[config.mk]
export PLATFORM = sky130hd
export DESIGN_NAME = unified_mem_arbiter
export DESIGN_NICKNAME = d
export VERILOG_FILES = /design/src/rtl/unified_mem_arbiter_pkg.sv /design/src/rtl/unified_mem_arbiter_starve_ctr.sv /design/src/rtl/unified_mem_arbiter.sv
export SDC_FILE = /design/constraint.sdc
export NUM_CORES = 1
export LEC_CHECK = 0
export ABC_AREA = 1
export BUFFER_PORTS_ARGS = -buffer_cell sky130_fd_sc_hd__buf_2
export CAP_MARGIN = 20
export CORE_AREA = 2 2 106 108
export CTS_CLUSTER_DIAMETER = 30
export DETAILED_ROUTE_END_ITERATION = 10
export DIE_AREA = 0 0 108 110
export PLACE_DENSITY = 0.84
export REMOVE_ABC_BUFFERS = 1
export SYNTH_ARGS = -nofsm -noshare
export SYNTH_HDL_FRONTEND = slang
export SYNTH_HIERARCHICAL = 1
export SYNTH_SLANG_ARGS = --single-unit
[constraint.sdc]
create_clock -name clk -period 2.7 [get_ports clk]
set_clock_uncertainty 0.15 [all_clocks]
set_input_delay 0.27 -clock clk [delete_from_list [all_inputs] [get_ports clk]]
set_output_delay 0.27 -clock clk [all_outputs]
set_load 0.1 [all_outputs]
[src/rtl/unified_mem_arbiter_pkg.sv]
// Shared FSM state encodings and owner codes for the unified memory arbiter.
// Imported by unified_mem_arbiter and its starvation-guard counter.
package unified_mem_arbiter_pkg;

   typedef enum logic [1:0] {
      IDLE    = 2'd0,
      IF_BUSY = 2'd1,
      DM_BUSY = 2'd2
   } arbState_e;

   typedef enum logic [1:0] {
      OWN_NONE = 2'd0,
      OWN_IF   = 2'd1,
      OWN_DM   = 2'd2
   } owner_e;

   localparam int unsigned DEF_ADDR_W       = 32;
   localparam int unsigned DEF_DATA_W       = 32;
   localparam int unsigned DEF_STARVE_LIMIT = 4;

endpackage

[src/rtl/unified_mem_arbiter_starve_ctr.sv]
// Saturating count of DM grants taken while a fetch was waiting.
// hit is high once the count reaches LIMIT; clr wins over inc.
module arb_starve_ctr #(
   parameter int unsigned LIMIT = 4
) (
   input  logic clk,
   input  logic rst_n,
   input  logic inc,
   input  logic clr,
   output logic hit
);

   localparam int unsigned CW = $clog2(LIMIT + 1);

   logic [CW-1:0] cnt;
   logic          atLimit;

   assign atLimit = (cnt == CW'(LIMIT));
   assign hit     = atLimit;

   always_ff @(posedge clk or negedge rst_n) begin
      if (!rst_n) begin
         cnt <= '0;
      end else if (clr) begin
         cnt <= '0;
      end else if (inc && !atLimit) begin
         cnt <= cnt + 1'b1;
      end
   end

endmodule

[src/rtl/unified_mem_arbiter.sv]
// Arbitrates IF and DM requests onto one single-ported, variable-latency memory.
// Define ARB_STARVE_GUARD_EN to let IF win once after STARVE_LIMIT starved DM grants.
module unified_mem_arbiter
   import unified_mem_arbiter_pkg::*;
#(
   parameter int unsigned ADDR_W       = DEF_ADDR_W,
   parameter int unsigned DATA_W       = DEF_DATA_W,
   parameter int unsigned STARVE_LIMIT = DEF_STARVE_LIMIT
) (
   input  logic                clk,
   input  logic                reset,
   input  logic                if_req,
   input  logic [ADDR_W-1:0]   if_addr,
   input  logic                if_flush,
   output logic                if_ack,
   output logic [DATA_W-1:0]   if_rdata,
   output logic                if_stall,
   input  logic                dm_req,
   input  logic                dm_we,
   input  logic [ADDR_W-1:0]   dm_addr,
   input  logic [DATA_W-1:0]   dm_wdata,
   input  logic [DATA_W/8-1:0] dm_wstrb,
   output logic                dm_ack,
   output logic [DATA_W-1:0]   dm_rdata,
   output logic                dm_stall,
   output logic                mem_req,
   output logic                mem_we,
   output logic [ADDR_W-1:0]   mem_addr,
   output logic [DATA_W-1:0]   mem_wdata,
   output logic [DATA_W/8-1:0] mem_wstrb,
   input  logic                mem_ack,
   input  logic [DATA_W-1:0]   mem_rdata
);

   arbState_e state;
   owner_e    grant;
   logic      dropQ;
   logic      idle;
   logic      ifGo;
   logic      dmWin;
   logic      ifWin;
   logic      starveHit;

   assign idle  = (state == IDLE);
   assign ifGo  = if_req & ~if_flush;
   // The guard only overrides DM when a fetch could actually be granted.
   assign dmWin = idle & dm_req & ~(ifGo & starveHit);
   assign ifWin = idle & ifGo & ~dmWin;

`ifdef ARB_STARVE_GUARD_EN
   arb_starve_ctr #(
      .LIMIT (STARVE_LIMIT)
   ) uStarveCtr (
      .clk   (clk),
      .rst_n (reset),
      .inc   (dmWin & if_req),
      .clr   (ifWin),
      .hit   (starveHit)
   );
`else
   assign starveHit = 1'b0;
`endif

   always_comb begin
      grant = OWN_NONE;
      unique case (1'b1)
         dmWin:   grant = OWN_DM;
         ifWin:   grant = OWN_IF;
         default: grant = OWN_NONE;
      endcase
   end

   always_ff @(posedge clk or negedge reset) begin
      if (!reset) begin
         state     <= IDLE;
         dropQ     <= 1'b0;
         mem_req   <= 1'b0;
         mem_we    <= 1'b0;
         mem_addr  <= '0;
         mem_wdata <= '0;
         mem_wstrb <= '0;
      end else begin
         unique case (state)
            IDLE: begin
               unique case (grant)
                  OWN_DM: begin
                     state     <= DM_BUSY;
                     mem_req   <= 1'b1;
                     mem_we    <= dm_we;
                     mem_addr  <= dm_addr;
                     mem_wdata <= dm_wdata;
                     mem_wstrb <= dm_wstrb;
                  end
                  OWN_IF: begin
                     state     <= IF_BUSY;
                     mem_req   <= 1'b1;
                     mem_we    <= 1'b0;
                     mem_addr  <= if_addr;
                     mem_wdata <= '0;
                     mem_wstrb <= '0;
                  end
                  default: ;
               endcase
            end
            IF_BUSY, DM_BUSY: begin
               if (mem_ack) begin
                  state   <= IDLE;
                  mem_req <= 1'b0;
                  dropQ   <= 1'b0;
               end else if ((state == IF_BUSY) && if_flush) begin
                  dropQ <= 1'b1;
               end
            end
            default: begin
               state   <= IDLE;
               mem_req <= 1'b0;
               dropQ   <= 1'b0;
            end
         endcase
      end
   end

   assign if_ack   = mem_ack & (state == IF_BUSY) & ~dropQ;
   assign dm_ack   = mem_ack & (state == DM_BUSY);
   assign if_rdata = if_ack ? mem_rdata : '0;
   assign dm_rdata = dm_ack ? mem_rdata : '0;
   assign if_stall = if_req & ~if_ack;
   assign dm_stall = dm_req & ~dm_ack;

endmodule

==> results.json, run 1 <==
{
  "status": "complete, no violations",
  "synth_area_leader_cell": "dfrtp_1",
  "ys_top_cells_by_area": "dfrtp_1 46%, nand2_1 17%, nand3_1 13%, inv_1 10%, nor2_1 6.3%",
  "cts_tree": "done",
  "overflow": 0,
  "cp_data_required_time_ps": 2280,
  "grt_pass1_wl_um": 19500,
  "wirelength_um": 12900,
  "postCtsResizedCells": 0,
  "vias_per_cell": 4.51,
  "avgSynthCellArea_sq_um": 6.83,
  "gp_congestion": 0.892,
  "cts.sinks": 73,
  "max_cap_viol_count": 0,
  "route.detailed.drc": 0,
  "path_class": "flop to primary output",
  "start_util": 0.371,
  "std_cell_rows": 38,
  "drive_above_1_share": 0.351,
  "clk_pin_slew_ps": 70,
  "slew_headroom": 0.394,
  "io_buffer_count": 276,
  "grt_max_degree": 74,
  "wire_per_inst_um": 12.8,
  "period_needed_ps": 2530,
  "synth_cells": 581,
  "crit_arrival_ps": 2110,
  "clk_latency_ps": 330,
  "ant_nets": 0,
  "first_pass_iters": 5,
  "start_kind": "flop",
  "dp_cells": 972,
  "grt_antenna_before_repair": 0,
  "via_count": 4548,
  "grt_pass1_vias": 4070,
  "synth_top_area_frac": 0.460,
  "die_h_um": 110,
  "fin_crit_sh": 0.937,
  "ios": 277,
  "coreArea_sq_um": 10700,
  "clockBufferDepth": 2,
  "setup_viol_count_final": 0,
  "die_x_um": 108,
  "hold_class": "input pin to flop",
  "netlist_area_sq_um": 3970,
  "syn_to_final_growth_pct": 47.3,
  "setup_tns_ps": 0,
  "drt_iter0_markers": 399,
  "grt_usage": 0.207,
  "hold_viol": 0,
  "ys.warnings.count": 6,
  "cp_max_fo": 25,
  "regToRegStartpoint": "state[0]$_DFFE_PN0P_",
  "final_core_util": 0.546,
  "hp-start": "dm_wdata[31]",
  "cts_made_buffers": 9,
  "worst_pin_slew_ps": 909,
  "rsz0062_at_grt": "false",
  "cp-end-kind": "primary output",
  "cts-root-buf": "clkbuf_8",
  "fin_ws_ps": 171,
  "final_cells": 1009,
  "h-tree-depth": 3,
  "nNetsFinal": 1008,
  "diodes": 0,
  "ys_seq_elements": 73,
  "crit_start": "state[1]$_DFFE_PN0P_",
  "dpl.hpwl_um": 9230,
  "fillers": 1042,
  "seq_area_frac_synth": 0.460,
  "clock.fmax_mhz": 395,
  "die-area_sq_um": 11900,
  "ys_types": 16,
  "dp_slack_ps": 486,
  "report.final.slew_viol_count": 0
}
## cells in the final DEF (no fill, tap or decap)
cell type,Yosys,final
dlygate4sd3_1,0,21
ha_1,4,4
buf_2,19,275
nor2_4,1,1
or2_2,1,1
clkbuf_8,0,10
nand2_1,182,182
o21ai_0,3,3
bufinv_16,0,1
clkinv_4,0,1
nand3_1,107,107
clkinvlp_4,0,1
inv_1,106,106
nor3b_1,1,1
clkinv_2,0,2
nand2_2,2,2
inv_2,1,1
buf_4,3,9
buf_12,0,1
dfrtp_1,73,73
nor2_1,67,67
## area by class of cell
type                       count  area, sq um  share of cell area
clock buffer                  10          138              0.0235
tap                          140          175              0.0300
inverter                     107          402              0.0687
timing repair buffer         306         1670               0.286
clock inverter                 5         56.3             0.00963
multi-input combinational    368         1570               0.269
sequential                    73         1830               0.313
## layer usage
metal	share of wire	vias up	track usage
met5	0	-	0
met4	0.015	0	0.0586
met3	0.066	18	0.0370
met2	0.48	225	0.340
met1	0.44	2014	0.283
li1	-	2291	-
## worst max-delay path, cell delays in order, from the launching register on
cell     delay [ps]
dfrtp_1         400
inv_1           110
ha_1            180
nand2_1         190
buf_4           290
nor2_1          150
buf_2           450
## cell usage after synthesis (all sizes together)
library cell / instances
ha: 4
or2: 1
clkbuf: 10
o21ai: 3
inv: 107
dfrtp: 73
nand2: 184
nand3: 107
buf: 23
nor2: 68
nor3b: 1
## stage by stage
stage / area (sq um) / hold slack (ps)
floorplan: 3800 / -176
global placement: 5420 / 307
detailed placement: 5420 / 307
CTS: 5820 / 0.148
global route: 5840 / 14.7
finish: 5840 / 20.0
## logic make-up after synthesis
logic type      synth area share
fa+ha+maj                 0.0126
compound gates           0.00378
flops                      0.460
buf+inv                    0.143
simple gates               0.380
## path summary, 6_finish.rpt
path                                             end  depth (start not counted)  slack (ps)
setup / recovery                        if_rdata[26]                          6         170
hold / removal             mem_wdata[31]$_DFFE_PN0P_                          3          20
setup reg to reg            mem_addr[23]$_DFFE_PN0P_                          7         430
hold reg to reg            mem_wdata[19]$_DFFE_PN0P_                          2         330
max in group asynchronous          dropQ$_DFFE_PN0P_                          2        1330
min in group asynchronous  mem_wdata[12]$_DFFE_PN0P_                          2         490
## repair_timing
action	4_1_cts	5_1_grt
setup buffers	0	0
hold buffers	21	0
endpoints found under the hold margin	93	0
setup endpoints to repair	0	0
## sequential cells by signal, indices dropped and copies added (netlist names)
register and flops:
mem_wstrb 4, mem_we 1, mem_wdata 32, mem_req 1, dropQ 1, mem_addr 32
state 2
Power of run 1 is left out: the tool's default activity adds up to more than one toggle a clock period on the data nets, which glitch-free logic cannot reach.
==> run 2: changes to the inputs <==
--- a/config.mk
+++ b/config.mk
@@ -12,7 +12,7 @@
 export CTS_CLUSTER_DIAMETER = 30
 export DETAILED_ROUTE_END_ITERATION = 10
 export DIE_AREA = 0 0 108 110
-export PLACE_DENSITY = 0.84
+export PLACE_DENSITY = 0.73
 export REMOVE_ABC_BUFFERS = 1
 export SYNTH_ARGS = -nofsm -noshare
 export SYNTH_HDL_FRONTEND = slang
==> results.json, run 2 (synthesized netlist as in run 1, its figures left out) <==
{
  "std_cell_rows": 38,
  "cp_max_fo": 33,
  "drt_iter0_markers": 267,
  "grtUsageMet1": 0.268,
  "cp-end-kind": "primary output",
  "clockBufferDepth": 2,
  "clk_pin_slew_ps": 80,
  "ios": 277,
  "worst_pin_slew_ps": 929,
  "busiest_layer": "met2",
  "wirelength_um": 13300,
  "diodes": 0,
  "final_cell_mix": "274 x buf_2, 182 x nand2_1, 107 x nand3_1",
  "setup_viol_count_final": 0,
  "start_util": 0.371,
  "route.detailed.drc": 0,
  "overflow": 0,
  "wire_per_inst_um": 13.0,
  "largestRegisters": "mem_addr (32), mem_wdata (32), mem_wstrb (4)",
  "clk_latency_ps": 340,
  "fin_crit_sh": 0.898,
  "regArea_sq_um": 1830,
  "syn_to_final_growth_pct": 51.2,
  "start_kind": "flop",
  "use_met3": 0.0459,
  "grt_max_degree": 74,
  "multi_input_area_sq_um": 1570,
  "design_area_sq_um": 6000,
  "hold_viol": 0,
  "cts.sinks": 73,
  "ant_nets": 0,
  "h-tree-depth": 3,
  "dpl.hpwl_um": 9260,
  "die_x_um": 108,
  "met2_usage": 0.378,
  "cp_data_required_time_ps": 2280,
  "fillers": 1032,
  "grt_pass1_wl_um": 20300,
  "path_class": "flop to primary output",
  "io_buffer_count": 276,
  "grt_antenna_before_repair": 0,
  "final_common_cell": "buf_2",
  "status": "complete, no violations",
  "report.final.slew_viol_count": 0,
  "cts_made_buffers": 9,
  "cts-root-buf": "clkbuf_8",
  "nNetsFinal": 1025,
  "die_h_um": 110,
  "vias_per_cell": 4.47,
  "die-area_sq_um": 11900,
  "grt_pass1_vias": 4221,
  "post_cts.repair.setup_buffers": 0,
  "rsz0062_at_grt": "false",
  "period_needed_ps": 2430,
  "gp_congestion": 0.818,
  "via_count": 4591,
  "hold_slack_ps": 21.3,
  "dp_cells": 975,
  "hold_class": "input pin to flop",
  "grt_usage": 0.219,
  "slew_headroom": 0.381,
  "coreArea_sq_um": 10700,
  "place_area_sq_um": 5470,
  "drive_above_1_share": 0.346,
  "postCtsResizedCells": 0,
  "crit_arrival_ps": 2010,
  "first_pass_iters": 6,
  "clock.fmax_mhz": 412,
  "cts_tree": "done",
  "max_cap_viol_count": 0,
  "hold_buffers": 36,
  "final_cells": 1027
}
run 2: cell types whose count changed in the layout (fill, tap and decap cells not counted), sizes merged:
cell         change
dlygate4sd3     +15
buf              +2
bufinv           -1
clkinvlp         +1
inv              +1
run 2: final cells by class:
| type | count | area share |
|---|---|---|
| Clock buffer | 10 | 0.0213 |
| Clock inverter | 6 | 0.00709 |
| Inverter | 107 | 0.0669 |
| Multi-Input combinational cell | 368 | 0.262 |
| Sequential cell | 73 | 0.304 |
| Tap cell | 140 | 0.0292 |
| Timing Repair Buffer | 323 | 0.309 |
run 2: worst max-delay path: stages (launching register included):
cell	delay, ps
dfrtp_1	400
inv_1	100
ha_1	160
nand2_1	50
buf_4	230
nor2_1	230
buf_2	470
run 2: path summary, 6_finish.rpt:
kind | from | to | slack [ps] | depth (start not counted)
worst max-delay path | state[1]$_DFFE_PN0P_ | if_rdata[30] | 270 | 6
worst min-delay path | dm_wdata[28] | mem_wdata[28]$_DFFE_PN0P_ | 20 | 3
worst max register to register | state[0]$_DFFE_PN0P_ | mem_addr[24]$_DFFE_PN0P_ | 660 | 7
worst min register to register | mem_wdata[4]$_DFFE_PN0P_ | mem_wdata[4]$_DFFE_PN0P_ | 330 | 2
max in group asynchronous | reset | mem_addr[14]$_DFFE_PN0P_ | 1350 | 2
min in group asynchronous | reset | mem_wdata[25]$_DFFE_PN0P_ | 470 | 2
run 2: per-layer routing:
metal  part of all wire  up-vias
li1                   -     2331
met1               0.40     2023
met2               0.50      210
met3              0.075       27
met4              0.025        0
met5                  0        -
run 2: per-stage QoR:
| stage | util | TNS, ps | setup WS [ps] |
|---|---|---|---|
| detailed placement | 0.511 | 0 | 630 |
| finish | 0.561 | 0 | 275 |
| global placement | 0.511 | 0 | 700 |
| CTS | 0.561 | 0 | 278 |
| global route | 0.561 | 0 | 148 |
| floorplan | - | -12410 | -936 |
Power of run 2 is left out for the same reason.
